**src/rtl/fetch_decode_ctrl.sv**
```systemverilog
// ----------------------------------------------------------------------------
// fetch_decode_ctrl
//   Multi-cycle fetch/decode sequencer for an RV32I core. It issues one
//   instruction fetch at a time over a valid/ready memory port. The returned
//   word is classified by opcode and held as a decoded bundle on a valid/ready
//   output until the execute stage takes it. Branch/jump redirects reload the
//   PC. A redirect that arrives while a fetch is in flight is remembered, and
//   the stale response is dropped when it returns.
//
// Ports
//   i_clk, i_rst        clock, synchronous active-high reset
//   o_imem_req_valid    fetch request valid
//   o_imem_req_addr     fetch address (current PC), stable until accepted
//   i_imem_req_ready    memory accepts request
//   i_imem_rsp_valid    instruction word valid (one per accepted request)
//   i_imem_rsp_data     instruction word
//   i_redirect_valid    taken branch/jump
//   i_redirect_addr     redirect target, bits [1:0] dropped
//   o_dec_valid         decoded bundle valid
//   i_dec_ready         execute stage accepts bundle
//   o_dec_instr         latched instruction word
//   o_dec_pc            PC of o_dec_instr
//   o_imm_type          immediate format: 01=I 10=S 11=B 00=J
//   o_imm_en            instruction uses o_imm_type
//   o_illegal           opcode not supported (qualified by o_dec_valid)
//   o_instr_count       completed decode handshakes, wraps
// ----------------------------------------------------------------------------
module fetch_decode_ctrl #(
    parameter logic [31:0] RESET_PC = 32'h0000_0000
) (
    input  logic        i_clk,
    input  logic        i_rst,
    output logic        o_imem_req_valid,
    output logic [31:0] o_imem_req_addr,
    input  logic        i_imem_req_ready,
    input  logic        i_imem_rsp_valid,
    input  logic [31:0] i_imem_rsp_data,
    input  logic        i_redirect_valid,
    input  logic [31:0] i_redirect_addr,
    output logic        o_dec_valid,
    input  logic        i_dec_ready,
    output logic [31:0] o_dec_instr,
    output logic [31:0] o_dec_pc,
    output logic [1:0]  o_imm_type,
    output logic        o_imm_en,
    output logic        o_illegal,
    output logic [31:0] o_instr_count
);

    typedef enum logic [1:0] {
        S_IDLE,
        S_REQ,
        S_WAIT,
        S_HOLD
    } state_t;

    state_t      r_state;
    logic [31:0] r_pc;
    logic        r_redir_pending;
    logic [31:0] r_redir_addr;

    // A redirect arriving this cycle beats any older pending one.
    logic        w_redir_any;
    logic [31:0] w_redir_tgt;
    logic [1:0]  w_imm_type;
    logic        w_imm_en;
    logic        w_illegal;

    always_comb begin
        w_redir_any = i_redirect_valid | r_redir_pending;
        w_redir_tgt = (i_redirect_valid ? i_redirect_addr : r_redir_addr) & 32'hFFFF_FFFC;
    end

    // Opcode classification of the incoming response word; registered
    // together with the word itself when the bundle is latched.
    always_comb begin
        w_imm_type = 2'b00;
        w_imm_en   = 1'b0;
        w_illegal  = 1'b0;
        case (i_imem_rsp_data[6:0])
            7'b0000011, 7'b0010011, 7'b1100111: begin
                w_imm_type = 2'b01;
                w_imm_en   = 1'b1;
            end
            7'b0100011: begin
                w_imm_type = 2'b10;
                w_imm_en   = 1'b1;
            end
            7'b1100011: begin
                w_imm_type = 2'b11;
                w_imm_en   = 1'b1;
            end
            7'b1101111: begin
                w_imm_type = 2'b00;
                w_imm_en   = 1'b1;
            end
            7'b0110011, 7'b0110111, 7'b0010111, 7'b1110011: begin
                w_imm_type = 2'b00;
            end
            default: begin
                w_illegal = 1'b1;
            end
        endcase
    end

    assign o_imem_req_addr = r_pc;

    always_ff @(posedge i_clk) begin
        if (i_rst) begin
            r_state          <= S_IDLE;
            r_pc             <= {RESET_PC[31:2], 2'b00};
            r_redir_pending  <= 1'b0;
            r_redir_addr     <= 32'h0;
            o_imem_req_valid <= 1'b0;
            o_dec_valid      <= 1'b0;
            o_dec_instr      <= 32'h0;
            o_dec_pc         <= 32'h0;
            o_imm_type       <= 2'b00;
            o_imm_en         <= 1'b0;
            o_illegal        <= 1'b0;
            o_instr_count    <= 32'h0;
        end else begin
            case (r_state)
                S_IDLE: begin
                    o_imem_req_valid <= 1'b1;
                    r_state          <= S_REQ;
                end
                S_REQ: begin
                    // The request address stays put; a redirect here only
                    // marks the coming response as stale.
                    if (i_redirect_valid) begin
                        r_redir_pending <= 1'b1;
                        r_redir_addr    <= w_redir_tgt;
                    end
                    if (i_imem_req_ready) begin
                        o_imem_req_valid <= 1'b0;
                        r_state          <= S_WAIT;
                    end
                end
                S_WAIT: begin
                    if (i_redirect_valid) begin
                        r_redir_pending <= 1'b1;
                        r_redir_addr    <= w_redir_tgt;
                    end
                    if (i_imem_rsp_valid) begin
                        if (w_redir_any) begin
                            // Stale fetch: drop it and refetch at the target.
                            r_pc             <= w_redir_tgt;
                            r_redir_pending  <= 1'b0;
                            o_imem_req_valid <= 1'b1;
                            r_state          <= S_REQ;
                        end else begin
                            o_dec_instr <= i_imem_rsp_data;
                            o_dec_pc    <= r_pc;
                            o_imm_type  <= w_imm_type;
                            o_imm_en    <= w_imm_en;
                            o_illegal   <= w_illegal;
                            o_dec_valid <= 1'b1;
                            r_state     <= S_HOLD;
                        end
                    end
                end
                S_HOLD: begin
                    if (i_dec_ready) begin
                        o_instr_count    <= o_instr_count + 32'd1;
                        r_pc             <= w_redir_any ? w_redir_tgt : o_dec_pc + 32'd4;
                        r_redir_pending  <= 1'b0;
                        o_dec_valid      <= 1'b0;
                        o_imem_req_valid <= 1'b1;
                        r_state          <= S_REQ;
                    end else if (w_redir_any) begin
                        // Flush the held bundle without counting it.
                        r_pc             <= w_redir_tgt;
                        r_redir_pending  <= 1'b0;
                        o_dec_valid      <= 1'b0;
                        o_imem_req_valid <= 1'b1;
                        r_state          <= S_REQ;
                    end
                end
                default: begin
                    r_state <= S_IDLE;
                end
            endcase
        end
    end

endmodule
```
**config.mk**
```make
export PLATFORM = sky130hd
export DESIGN_NAME = fetch_decode_ctrl
export DESIGN_NICKNAME = d
export VERILOG_FILES = /design/src/rtl/fetch_decode_ctrl.sv
export SDC_FILE = /design/constraint.sdc
export NUM_CORES = 1
export LEC_CHECK = 0
export CORE_AREA = 4 4 179 181
export CTS_BUF_LIST = sky130_fd_sc_hd__clkbuf_8
export CTS_CLUSTER_DIAMETER = 40
export CTS_CLUSTER_SIZE = 30
export DETAILED_ROUTE_END_ITERATION = 8
export DIE_AREA = 0 0 183 185
export PLACE_DENSITY_LB_ADDON = 0.12
export SKIP_LAST_GASP = 1
export SYNTH_ARGS = -nofsm -noshare
export SYNTH_HDL_FRONTEND = slang
export SYNTH_SLANG_ARGS = --single-unit
```
**constraint.sdc**
```tcl
create_clock -name i_clk -period 3.25 [get_ports i_clk]
set_input_delay 0.8125 -clock i_clk [delete_from_list [all_inputs] [get_ports i_clk]]
set_output_delay 0.8125 -clock i_clk [all_outputs]
set_load 0.02 [all_outputs]
```
==> results.toml <==
[final_layout]
drive_gt1_share_pct = 6.33
finalNetCount = 1250
final_cells = 1581
antenna_cells = 0
final_util_pct = 34.2
syn_to_final_growth_pct = 37.8
nFillCells = 3262

[synth]
async_flop_share_pct = 0
syn-num-nets = 1065
syn_area_sq_um = 7560
syn_area_per_cell_sq_um = 7.65
synthFlopType = "dfxtp_1"
synth-seq-cells = 167
synth-edff-count = 0
yosysWarnings = 0
ys_types = 59
syn_inst = 988
ys_seq_area_share_pct = 44.2

[floorplanning]
boundaryPins = 204
initial_utilization_pct = 24.8
dieHeight_um = 185
die_w_um = 183
coreArea_sq_um = 30400
die-area_sq_um = 33900
rows = 64

[placed_design]
dpl.hpwl_mm = 18.1
gp_congestion = 0.754
dp_cells = 1550
port_buffers = 201

[grt]
overflow = 0
grt_util_all_layers_pct = 15.1
grt_pass1_vias = 7131
grt_max_degree = 53
antenna_found_initial = 0
grt_pass1_wl_mm = 41.0

[clocking]
post_cts_buffers = 0
clock_latency_ns = 0.45
cts_tree = "built"
h-tree-depth = 4
root_buffer = "clkbuf_8"
cts.path.max_buffers = 2
cts.repair.resized = 0
cts.clk_slew.worst_paths_ns = 0.10
cts_sinks = 167
cts_made_buffers = 17
ctsHoldBuffers = 0

[critical_path]
worst-r2r-cell-count = 7
crit_path_end_kind = "output port"
slowest_stage = "clkdlybuf4s50_1"
crit_arrival_ns = 1.62
worst-endpoint-required_ns = 2.44
r2r_slack_ns = 0.95
critPathBufInv = 1
path_cells = "clkdlybuf4s50_1"
r2r_start = "o_dec_pc[2]"
crit_family = "buffers and inverters"
critPathMaxStageDelay_ns = 0.69
worstPathMaxFanout = 7
start_kind = "register"
critical_path_class = "reg2out"
r2r-end = "o_imem_req_addr[28]"

[sta]
slew_headroom_pct = 59.0
fmax_mhz = 411
finalMaxSlewViolations = 0
setup_viol = 0
holdWs_ns = 0.456
finalHoldViolCount = 0
fin_skew_ns = 0.0256
fin_setup_tns_ns = 0
rsz0062_at_grt = "no"
post-route-period-util_pct = 74.8
tightest_slew_ns = 0.614
fin_crit_ns = 2.43

[min_path]
hold_depth = 2
hold_start = "r_redir_addr[17]"
hold_path_end = "r_redir_addr[17]"
hold_class = "reg2reg"

[routing]
avgViaCountPerCell = 4.66
firstDrtPassIters = 5
vias = 7375
drc_errors = 0
drt_iter0_drc = 468
detail-route-antenna-nets = 0
wirelength_mm = 26.0
wl_per_cell_um = 16.5

[power_and_ir_drop]
p_leak_nw = 3.41
power-per-cell-area_nw_per_um2 = 388
max-vdd-ir-drop_mv = 0.257
total_power_mw = 4.04

[run_status]
status = "finished, final reports clean"

[job]
drv_cap = 0
==> worst max path at each step <==
stage / to / from / cells past startpoint / slack [ns]
6_report: o_dec_pc[7] / o_dec_pc[7] / 1 / 0.82
5_1_grt: o_dec_pc[8] / o_dec_pc[8] / 1 / 0.70
4_1_cts: o_dec_pc[8] / o_dec_pc[8] / 1 / 0.77
3_5_place_dp: o_instr_count[31] / i_dec_ready / 6 / 0.43
3_3_place_gp: o_instr_count[31] / i_dec_ready / 6 / 0.47
2_1_floorplan: o_imem_req_addr[28] / i_redirect_valid / 6 / 0.95
==> state kept, by name, summed over array words and instances (netlist names), 2 cells and up <==
name             flops
r_redir_addr        30
o_imm_type           2
r_state              2
o_instr_count       32
o_dec_pc            32
o_dec_instr         32
o_imem_req_addr     32
==> cell usage in the layout, fill, tap and decap left out, types with 4 or more instances in the layout <==
cell type and n:
nand2_1 255, nand2b_1 5, clkbuf_8 19, o21ai_0 31, mux2i_1 5, a221oi_1 13
nand3_1 21, inv_1 22, nor2_1 85, and3_1 5, dfxtp_1 167, a211oi_1 19
or3_1 7, a21oi_1 127, nor3_1 21, and4_1 6, xor2_1 20, buf_4 27
nand4_1 17, nor4_1 8, ha_1 7, xnor2_1 21, inv_6 4, clkdlybuf4s50_1 199
and2_1 6, a22oi_1 6, a31oi_1 5
==> logic make-up after synthesis <==
group,Yosys count,share of synthesized area [%]
mux,5,0.662
compound gates,224,17.5
xor+xnor,41,4.75
flops,167,44.2
buf+inv,84,4.24
fa+ha+maj,7,1.16
simple gates,460,27.4
==> layer usage <==
metal / vias to the layer above / share of wire, % / global-route usage [%]
met4: 0 / 0.69 / 2.62
met1: 3461 / 49 / 21.4
met2: 141 / 47 / 24.1
met5: - / 0 / 0
li1: 3765 / - / -
met3: 8 / 3.5 / 3.20
==> per-stage QoR <==
| step | cell area, sq um | worst slack (ns) |
|---|---|---|
| 2_1_floorplan | 7560 | 0.947 |
| 3_3_place_gp | 10000 | 0.471 |
| 3_5_place_dp | 10000 | 0.431 |
| 4_1_cts | 10400 | 0.766 |
| 5_1_grt | 10400 | 0.703 |
| 6_report | 10400 | 0.818 |
==> synthesized netlist by cell type (6+ instances only) <==
cell      number  area share [%]
inv_1         22             1.1
xnor2_1       21             2.4
nor3_1        21             1.4
and3_1         6            0.50
nor2_1        86             4.3
a211oi_1      19             1.9
a22oi_1        6            0.60
xor2_1        20             2.3
a21oi_1      127             8.4
nor4_1         8            0.66
ha_1           7             1.2
o21ai_0       31             2.1
and2_1         6            0.50
and4_1         6            0.70
or3_1          7            0.58
nand2_1      255              13
dfxtp_1      167              44
nand4_1       17             1.4
nand3_1       22             1.5
clkbuf_1      55             2.7
a221oi_1      13             1.5
==> report_power, final <==
part           internal [mW]  total (mW)  leakage [nW]  switching [mW]
logic                  0.190       0.447          1.87           0.257
clock network          0.596        1.47         0.186           0.879
registers               2.09        2.12          1.35          0.0311
total                   2.88        4.04          3.41            1.17
==> layout make-up <==
cell class	count	area [sq um]	share of cell area (%)
Clock buffer	19	262	2.51
Multi-Input combinational cell	737	3900	37.5
Sequential cell	167	3340	32.1
Tap cell	396	495	4.76
Timing Repair Buffer	228	2220	21.3
Inverter	22	82.6	0.793
Clock inverter	12	110	1.06
No activity file was read; power rests on OpenSTA's default activity.
